File: config.mk
export PLATFORM = sky130hd
export DESIGN_NAME = dht11_reader
export DESIGN_NICKNAME = d
export VERILOG_FILES = /design/src/rtl/dht11_pkg.sv /design/src/rtl/dht11_us_tick.sv /design/src/rtl/dht11_reader.sv
export SDC_FILE = /design/constraint.sdc
export NUM_CORES = 1
export LEC_CHECK = 0
export BUFFER_PORTS_ARGS = -buffer_cell sky130_fd_sc_hd__buf_2
export CAP_MARGIN = 20
export CORE_ASPECT_RATIO = 1.1
export CORE_MARGIN = 1
export CORE_UTILIZATION = 40
export DETAILED_ROUTE_END_ITERATION = 10
export SKIP_LAST_GASP = 1
export SLEW_MARGIN = 20
export SYNTH_ARGS = -nofsm -noshare
export SYNTH_HDL_FRONTEND = slang
export SYNTH_SLANG_ARGS = --single-unit
File: constraint.sdc
create_clock -name clock -period 4.5 [get_ports clock]
set_clock_uncertainty 0.1 [all_clocks]
set_input_delay 0.45 -clock clock [delete_from_list [all_inputs] [get_ports clock]]
set_output_delay 0.45 -clock clock [all_outputs]
set_load 0.05 [all_outputs]
File: src/rtl/dht11_pkg.sv
// dht11_pkg: shared FSM states, error codes and frame constants for the DHT11 reader
package dht11_pkg;

    typedef enum logic [3:0] {
        IDLE,
        START_LOW,
        WAIT_ACK,
        ACK_LOW,
        ACK_HIGH,
        BIT_LOW,
        BIT_HIGH,
        CHECK,
        FAIL,
        FINISH
    } state_t;

    localparam logic [1:0] ERR_NONE     = 2'b00;
    localparam logic [1:0] ERR_NO_RESP  = 2'b01;
    localparam logic [1:0] ERR_BIT_TMO  = 2'b10;
    localparam logic [1:0] ERR_CHECKSUM = 2'b11;

    localparam int FRAME_BITS = 40;

    // Frame is b0..b4 from MSB down; b4 must equal the 8-bit wrapping sum of b0..b3
    function automatic logic csum_ok(input logic [39:0] f);
        logic [7:0] s;
        s = f[39:32] + f[31:24] + f[23:16] + f[15:8];
        return s == f[7:0];
    endfunction

endpackage

File: src/rtl/dht11_us_tick.sv
// dht11_us_tick: free-running prescaler emitting a one-cycle pulse every microsecond
module dht11_us_tick #(
    parameter int CLK_HZ = 50000000
) (
    input  logic clock,
    input  logic reset_n,
    output logic tick_us
);

    localparam int DIV = CLK_HZ / 1000000;
    localparam int W = DIV > 1 ? $clog2(DIV) : 1;
    localparam logic [W-1:0] LAST = W'(DIV - 1);

    logic [W-1:0] pre_q, pre_d;

    assign tick_us = pre_q == LAST;

    // Wrap the divider on the tick cycle
    always_comb pre_d = tick_us ? '0 : pre_q + 1'b1;

    // Divider register
    always_ff @(posedge clock or negedge reset_n)
        if (!reset_n) pre_q <= '0;
        else pre_q <= pre_d;

endmodule

File: src/rtl/dht11_reader.sv
// dht11_reader: single-wire DHT11 transaction engine returning humidity/temperature with a checksum verdict
module dht11_reader
    import dht11_pkg::*;
#(
    parameter int CLK_HZ         = 50000000,
    parameter int START_LOW_US   = 19000,
    parameter int TIMEOUT_US     = 120,
    parameter int BIT1_THRESH_US = 48
) (
    input  logic       clock,
    input  logic       reset_n,
    input  logic       start,
    input  logic       dht_in,
    output logic       dht_drive_low,
    output logic       busy,
    output logic       done,
    output logic       error,
    output logic [1:0] error_code,
    output logic [7:0] humidity_int,
    output logic [7:0] humidity_dec,
    output logic [7:0] temperature_int,
    output logic [7:0] temperature_dec
);

    localparam logic [14:0] START_LIM = 15'(START_LOW_US);
    localparam logic [14:0] TMO_LIM   = 15'(TIMEOUT_US);
    localparam logic [14:0] THR_LIM   = 15'(BIT1_THRESH_US);
    localparam logic [5:0]  LAST_IDX  = 6'(FRAME_BITS - 1);

    state_t      state_q, state_d;
    logic [2:0]  sync_q, sync_d;
    logic [14:0] cnt_q, cnt_d;
    logic [5:0]  idx_q, idx_d;
    logic [39:0] shift_q, shift_d;
    logic [31:0] data_q, data_d;
    logic [1:0]  pend_q, pend_d, code_q, code_d;
    logic        err_q, err_d;
    logic        tick_us, rise, fall, tmo;

    dht11_us_tick #(.CLK_HZ(CLK_HZ)) u_tick (
        .clock  (clock),
        .reset_n(reset_n),
        .tick_us(tick_us)
    );

    // sync_q[1] is the synchronised level, sync_q[2] its previous value for edge detection
    assign rise = sync_q[1] & ~sync_q[2];
    assign fall = ~sync_q[1] & sync_q[2];
    assign tmo  = cnt_q > TMO_LIM;

    assign dht_drive_low = state_q == START_LOW;
    assign busy          = state_q != IDLE && state_q != FINISH;
    assign done          = state_q == FINISH;
    assign error         = err_q;
    assign error_code    = code_q;
    assign {humidity_int, humidity_dec, temperature_int, temperature_dec} = data_q;

    // Synchroniser shift and microsecond counter that restarts on every state change
    always_comb begin
        sync_d = {sync_q[1:0], dht_in};
        cnt_d  = state_d != state_q ? '0 : cnt_q + {14'd0, tick_us};
    end

    // Next-state logic; an edge always takes priority over a timeout seen in the same cycle
    always_comb begin
        state_d = state_q;
        idx_d   = idx_q;
        shift_d = shift_q;
        data_d  = data_q;
        pend_d  = pend_q;
        code_d  = code_q;
        err_d   = err_q;
        case (state_q)
            IDLE: if (start) begin
                state_d = START_LOW;
                err_d   = 1'b0;
                code_d  = ERR_NONE;
                shift_d = '0;
                idx_d   = '0;
            end
            START_LOW: if (cnt_q >= START_LIM) state_d = WAIT_ACK;
            WAIT_ACK:  state_d = fall ? ACK_LOW  : tmo ? FAIL : WAIT_ACK;
            ACK_LOW:   state_d = rise ? ACK_HIGH : tmo ? FAIL : ACK_LOW;
            ACK_HIGH:  state_d = fall ? BIT_LOW  : tmo ? FAIL : ACK_HIGH;
            BIT_LOW:   state_d = rise ? BIT_HIGH : tmo ? FAIL : BIT_LOW;
            BIT_HIGH: if (fall) begin
                shift_d = {shift_q[38:0], cnt_q > THR_LIM};
                idx_d   = idx_q + 6'd1;
                state_d = idx_q == LAST_IDX ? CHECK : BIT_LOW;
            end else if (tmo) state_d = FAIL;
            CHECK: if (csum_ok(shift_q)) begin
                data_d  = shift_q[39:8];
                state_d = FINISH;
            end else begin
                pend_d  = ERR_CHECKSUM;
                state_d = FAIL;
            end
            FAIL: begin
                err_d   = 1'b1;
                code_d  = pend_q;
                state_d = FINISH;
            end
            FINISH:  state_d = IDLE;
            default: state_d = IDLE;
        endcase
        if (state_d == FAIL && state_q != CHECK && state_q != FAIL)
            pend_d = state_q inside {WAIT_ACK, ACK_LOW, ACK_HIGH} ? ERR_NO_RESP : ERR_BIT_TMO;
    end

    // State and datapath registers; the line idles high so the synchroniser resets to 1
    always_ff @(posedge clock or negedge reset_n)
        if (!reset_n) begin
            state_q <= IDLE;
            sync_q  <= 3'b111;
            cnt_q   <= '0;
            idx_q   <= '0;
            shift_q <= '0;
            data_q  <= '0;
            pend_q  <= ERR_NONE;
            code_q  <= ERR_NONE;
            err_q   <= 1'b0;
        end else begin
            state_q <= state_d;
            sync_q  <= sync_d;
            cnt_q   <= cnt_d;
            idx_q   <= idx_d;
            shift_q <= shift_d;
            data_q  <= data_d;
            pend_q  <= pend_d;
            code_q  <= code_d;
            err_q   <= err_d;
        end

endmodule
==> impl_metrics.json, run 1 <==
{
  "grt_overflow": 0,
  "p_leak_nw": 2.94,
  "viasPerCell": 5.32,
  "start_kind": "flop",
  "synth_area_leader_cell": "dfrtp_1",
  "timing.fmax_ghz": 0.239,
  "fin_crit_sh_pct": 92.9,
  "post_drt_wl_per_cell_um": 15.6,
  "rr_worst_depth": 12,
  "cts_buffers": 9,
  "grt_antenna_before_repair": 0,
  "required_ns": 4.64,
  "rsz0062_at_grt": "no",
  "cp-end-kind": "flop",
  "drv_cap": 0,
  "startpoint": "shift_q[9]$_DFFE_PN0P_",
  "outcome": "finished with violations",
  "powerDensity_mw_per_mm2": 298,
  "num_vias": 3446,
  "path_class": "flop to flop",
  "worst_pin_slew_ns": 0.906,
  "cts-root-buf": "clkbuf_16",
  "grt_first_pass_wirelength_mm": 17.2,
  "grt_max_degree": 73,
  "synth_nets": 479,
  "r2r_start": "shift_q[9]$_DFFE_PN0P_",
  "gp_congestion": 0.862,
  "ys_ff_latch": 111,
  "core_area_mm2": 0.0129,
  "ys_seq_area_share_pct": 51.9,
  "seq_area_mm2": 0.00278,
  "avgSynthCellArea_um2": 11.9,
  "cts_hold_buffers": 0,
  "violations": "DRC",
  "tns_ns": 0,
  "htreeDepth": 3,
  "synth_edf_count": 0,
  "io_buffer_count": 41,
  "async_reset_ff_share_pct": 100,
  "initial_core_util_pct": 41.7,
  "first_pass_iters": 7,
  "post_cts_buffers": 0,
  "grtUsageTotal_pct": 15.9,
  "clockBufferDepth": 2,
  "fillers": 1186,
  "drt_iter0_drc": 210,
  "ant_nets": 0,
  "relSlewSlack_pct": 39.6,
  "holdCritPathClass": "input pin to flop",
  "area_growth_pct": 12.1,
  "dp_hpwl_mm": 6.96,
  "dieArea_mm2": 0.0139,
  "cts.sinks": 111,
  "io_pins": 42,
  "peakVddDrop_mv": 0.258,
  "cts.clk_slew.worst_paths_ns": 0.08,
  "slew_viol_final": 0,
  "num_antenna_cells": 0,
  "die_height_um": 123,
  "final-setup-viol-count": 0,
  "synth.top_cell.area_share_pct": 50.5,
  "fin_crit_ns": 4.18,
  "cts_resized": 0,
  "route.detailed.drc": 1,
  "crit_arrival_ns": 4.32,
  "synth_warnings": 0,
  "synth_area_mm2": 0.00536,
  "core.rowCount": 43,
  "synth_top_cells_by_area": "dfrtp_1 50%, a22o_1 6.9%, mux2_2 6.3%, fa_1 5.2%, xor2_1 3.1%",
  "yosysUniqueCellTypes": 50,
  "cts_tree": "done",
  "whs_path_depth": 1,
  "drive_above_1_share_pct": 20.2,
  "grt_pass1_vias": 3472,
  "finish.utilization_pct": 46.7,
  "multi_input_area_mm2": 0.00241,
  "hp-start": "dht_in",
  "clk_latency_ns": 0.35,
  "routed_wl_mm": 10.1,
  "yosys_most_used_dff": "dfrtp_1",
  "netlist_instances": 449,
  "finalHoldViolCount": 0,
  "nNetsFinal": 516,
  "die_x_um": 112,
  "cp_max_fo": 32
}
[metrics by stage]
stage | total power (W) | std cells | cell area [um^2] | worst slack, ns | hold WS, ns
global placement | 0.00105 | 632 | 5710 | 0.412 | 0.251
CTS | 0.00182 | 648 | 6000 | 0.289 | 0.0841
detailed placement | 0.00105 | 632 | 5710 | 0.302 | 0.248
global route | 0.00186 | 648 | 6000 | 0.108 | 0.0861
floorplan | 0.00102 | 449 | 5360 | 0.471 | 0.0544
finish | 0.00179 | 648 | 6000 | 0.321 | 0.100
[cell families after synthesis]
family | after synthesis | share of synthesized area (%)
XOR/XNOR | 37 | 6.05
AND/OR/NAND/NOR | 103 | 9.58
buffers and inverters | 38 | 3.08
flip-flops | 111 | 51.9
adder cells (fa/ha/maj) | 26 | 8.04
AO/OA/AOI/OAI | 101 | 14.4
multiplexers | 33 | 6.94
[area by class of cell]
type	instances	share of cell area, %
Tap cell	157	3.27
Multi-Input combinational cell	300	40.2
Timing Repair Buffer	45	4.17
Sequential cell	111	46.3
Clock buffer	9	3.75
Clock inverter	7	1.08
Inverter	19	1.19
[worst paths after layout]
path	to	slack (ns)
setup / recovery	data_q[1]$_DFFE_PN0P_	0.32
hold reg to reg	sync_q[1]$_DFF_PN1_	0.26
min in group asynchronous	state_q[2]$_DFF_PN0_	0.11
max in group asynchronous	idx_q[0]$_DFFE_PN0P_	3.15
setup reg to reg	data_q[1]$_DFFE_PN0P_	0.32
hold / removal	sync_q[0]$_DFF_PN1_	0.10
[per-layer routing]
| metal | up-vias | GRT usage, % | share of wire, % |
|---|---|---|---|
| met5 | - | 0 | 0 |
| met4 | 0 | 5.33 | 1.0 |
| met3 | 8 | 4.07 | 3.4 |
| met2 | 62 | 27.5 | 49 |
| met1 | 1696 | 19.5 | 46 |
| li1 | 1680 | - | - |
[state kept, by name, summed over array words and instances, names as in the netlist]
register / count
shift_q: 40
data_q: 32
cnt_q: 15
idx_q: 6
u_tick.pre_q: 6
state_q: 4
sync_q: 3
error_code: 2
pend_q: 2
error: 1
[cells in the mapped netlist, types with 12 or more instances]
master,n
a21oi_1,12
a22o_1,42
clkbuf_1,16
dfrtp_1,108
fa_1,14
ha_1,12
inv_1,19
mux2_2,30
nand2_1,25
nand3_1,13
nor2_1,33
o21ai_0,15
xnor2_1,18
xor2_1,19
[power breakdown]
group | internal [W] | total [W] | switching, W
Clock | 0.000386 | 0.000764 | 0.000378
Sequential | 0.000999 | 0.00100 | 0.00000150
Combinational | 0.00000365 | 0.0000254 | 0.0000217
[worst max-delay path: stages (launching register included)]
cell,delay [ns]
dfrtp_1,0.43
fa_1,0.55
inv_1,0.05
fa_1,0.50
inv_1,0.05
ha_1,0.22
fa_1,0.45
xor2_1,0.18
a2111oi_2,0.32
o2111ai_1,0.25
nor4b_4,0.35
buf_12,0.24
mux2_2,0.36
[layout by cell type, fill, tap and decap left out, types with 4 or more instances in the layout]
cell type / Yosys / final
dfrtp_1: 108 / 108
a22o_1: 42 / 42
buf_2: 0 / 40
nor2_1: 33 / 32
mux2_2: 30 / 30
nand2_1: 25 / 25
inv_1: 19 / 19
xor2_1: 19 / 19
xnor2_1: 18 / 18
o21ai_0: 15 / 15
fa_1: 14 / 14
nand3_1: 13 / 13
a21oi_1: 12 / 12
ha_1: 12 / 12
clkbuf_16: 0 / 9
nor3_1: 6 / 6
nand4_1: 4 / 4
nor4_1: 4 / 4
nand2b_1: 4 / 4
a211o_1: 4 / 4
buf_4: 0 / 4
Note: power is estimated with default switching activity, not from simulation.
==> inputs of run 2 (changes only) <==
--- a/config.mk
+++ b/config.mk
@@ -10,6 +10,7 @@
 export CORE_ASPECT_RATIO = 1.1
 export CORE_MARGIN = 1
 export CORE_UTILIZATION = 40
+export CTS_BUF_LIST = sky130_fd_sc_hd__clkbuf_4
 export DETAILED_ROUTE_END_ITERATION = 10
 export SKIP_LAST_GASP = 1
 export SLEW_MARGIN = 20
==> impl_metrics.json, run 2 (synthesized netlist as in run 1, its figures left out) <==
{
  "dieArea_mm2": 0.0139,
  "grt_overflow": 0,
  "clockBufferDepth": 2,
  "p_int_w": 0.00113,
  "clk_latency_ns": 0.49,
  "grt_pass1_vias": 3478,
  "required_ns": 4.81,
  "first_pass_iters": 7,
  "largest_reg_flops": 40,
  "rr_worst_depth": 12,
  "area_growth_pct": 9.53,
  "p_leak_nw": 2.88,
  "core.rowCount": 43,
  "tns_ns": 0,
  "power_switching_share_pct": 24.8,
  "timing.fmax_ghz": 0.238,
  "switchingPower_w": 0.000373,
  "worst_pin_slew_ns": 0.903,
  "holdCritPathClass": "input pin to flop",
  "routed_wl_mm": 10.1,
  "drive_above_1_share_pct": 20.1,
  "most-common-layout-cells": "108 x dfrtp_1, 42 x a22o_1, 40 x buf_2",
  "io_buffer_count": 41,
  "nNetsFinal": 518,
  "crit_arrival_ns": 4.50,
  "clkPwrFrac_pct": 31.5,
  "drv_cap": 0,
  "pre_cts_ws_ns": 0.302,
  "worst_slack_ns": 0.307,
  "cts.clk_slew.worst_paths_ns": 0.17,
  "powerDensity_mw_per_mm2": 256,
  "grt_first_pass_wirelength_mm": 17.2,
  "route.detailed.drc": 1,
  "post_cts_buffers": 0,
  "post_drt_wl_per_cell_um": 15.5,
  "peakVddDrop_mv": 0.191,
  "final_common_cell": "dfrtp_1",
  "viasPerCell": 5.32,
  "gp_congestion": 0.862,
  "cts-root-buf": "clkbuf_4",
  "whs_path_depth": 4,
  "die_height_um": 123,
  "outcome": "finished with violations",
  "num_vias": 3461,
  "cp-end-kind": "flop",
  "fin_crit_sh_pct": 93.2,
  "grtUsageTotal_pct": 15.9,
  "rsz0062_at_grt": "no",
  "seqPwrFrac_pct": 66.7,
  "cts_tree": "done",
  "stdcell_count": 651,
  "regMostFlops": "shift_q",
  "cts.sinks": 111,
  "power_frac_comb_pct": 1.8,
  "cts_hold_buffers": 2,
  "core_area_mm2": 0.0129,
  "grt_max_degree": 73,
  "ant_nets": 0,
  "initial_core_util_pct": 41.7,
  "fin_crit_ns": 4.19,
  "relSlewSlack_pct": 39.8,
  "cts_buffers": 9,
  "htreeDepth": 3,
  "drt_iter0_drc": 255,
  "dp.cells": 632,
  "reg_top3": "shift_q x40, data_q x32, cnt_q x15",
  "grt_antenna_before_repair": 1,
  "cp_max_fo": 32,
  "die_x_um": 112,
  "violations": "DRC",
  "slew_viol_final": 0,
  "path_class": "flop to flop",
  "start_kind": "flop",
  "cts_resized": 0,
  "io_pins": 42,
  "finalHoldViolCount": 0,
  "dp_hpwl_mm": 6.96,
  "final-setup-viol-count": 0
}
[run 2: power by group through the flow]
stage / sequential, W / clock, W / combinational (W)
2_1_floorplan: 0.00102 / 0 / 0.00000416
3_3_place_gp: 0.00102 / 0 / 0.0000266
3_5_place_dp: 0.00102 / 0 / 0.0000271
4_1_cts: 0.00100 / 0.000497 / 0.0000287
5_1_grt: 0.00100 / 0.000535 / 0.0000318
6_report: 0.00100 / 0.000473 / 0.0000266
[run 2: routing by layer]
layer	GRT usage, %	vias to the layer above	wire (um)
met3	4.66	12	387
li1	-	1690	-
met1	19.3	1704	4650
met4	4.83	0	124
met2	27.6	55	4940
met5	0	-	0
[run 2: layout make-up]
cell class | instances | area, um^2
diodes | 1 | 2.50
clock buffers | 9 | 67.6
clock inverters | 7 | 65.1
fillers | 1189 | 6990
inverters | 19 | 71.3
multi-input cells | 300 | 2410
flip-flops and latches | 111 | 2780
well taps | 157 | 196
repair buffers | 47 | 270
[run 2: through the flow]
| stage | cell area, um^2 | hold WS (ns) | util (%) | power [W] |
|---|---|---|---|---|
| after global routing | 5870 | 0.180 | 45.6 | 0.00157 |
| final | 5870 | 0.213 | 45.6 | 0.00150 |
| after global placement | 5710 | 0.251 | 44.4 | 0.00105 |
| after CTS | 5860 | 0.167 | 45.6 | 0.00153 |
| after floorplan | 5360 | 0.0544 | - | 0.00102 |
| after detailed placement | 5710 | 0.248 | 44.4 | 0.00105 |
[run 2: path summary, 6_finish.rpt]
path,slack [ns],to,start
worst min-delay path,0.21,error_code[0]$_DFFE_PN0P_,start
min in group asynchronous,0.50,cnt_q[11]$_DFF_PN0_,reset_n
max in group asynchronous,2.79,shift_q[21]$_DFFE_PN0P_,reset_n
worst max-delay path,0.31,data_q[1]$_DFFE_PN0P_,shift_q[9]$_DFFE_PN0P_
worst min register to register,0.27,sync_q[1]$_DFF_PN1_,sync_q[0]$_DFF_PN1_
worst max register to register,0.31,data_q[1]$_DFFE_PN0P_,shift_q[9]$_DFFE_PN0P_
[run 2: worst max-delay path, stage by stage (launching register included)]
cell       delay (ns)
dfrtp_1          0.46
fa_1             0.55
inv_1            0.05
fa_1             0.50
inv_1            0.05
ha_1             0.22
fa_1             0.45
xor2_1           0.18
a2111oi_2        0.32
o2111ai_1        0.25
nor4b_4          0.35
buf_12           0.24
mux2_2           0.36
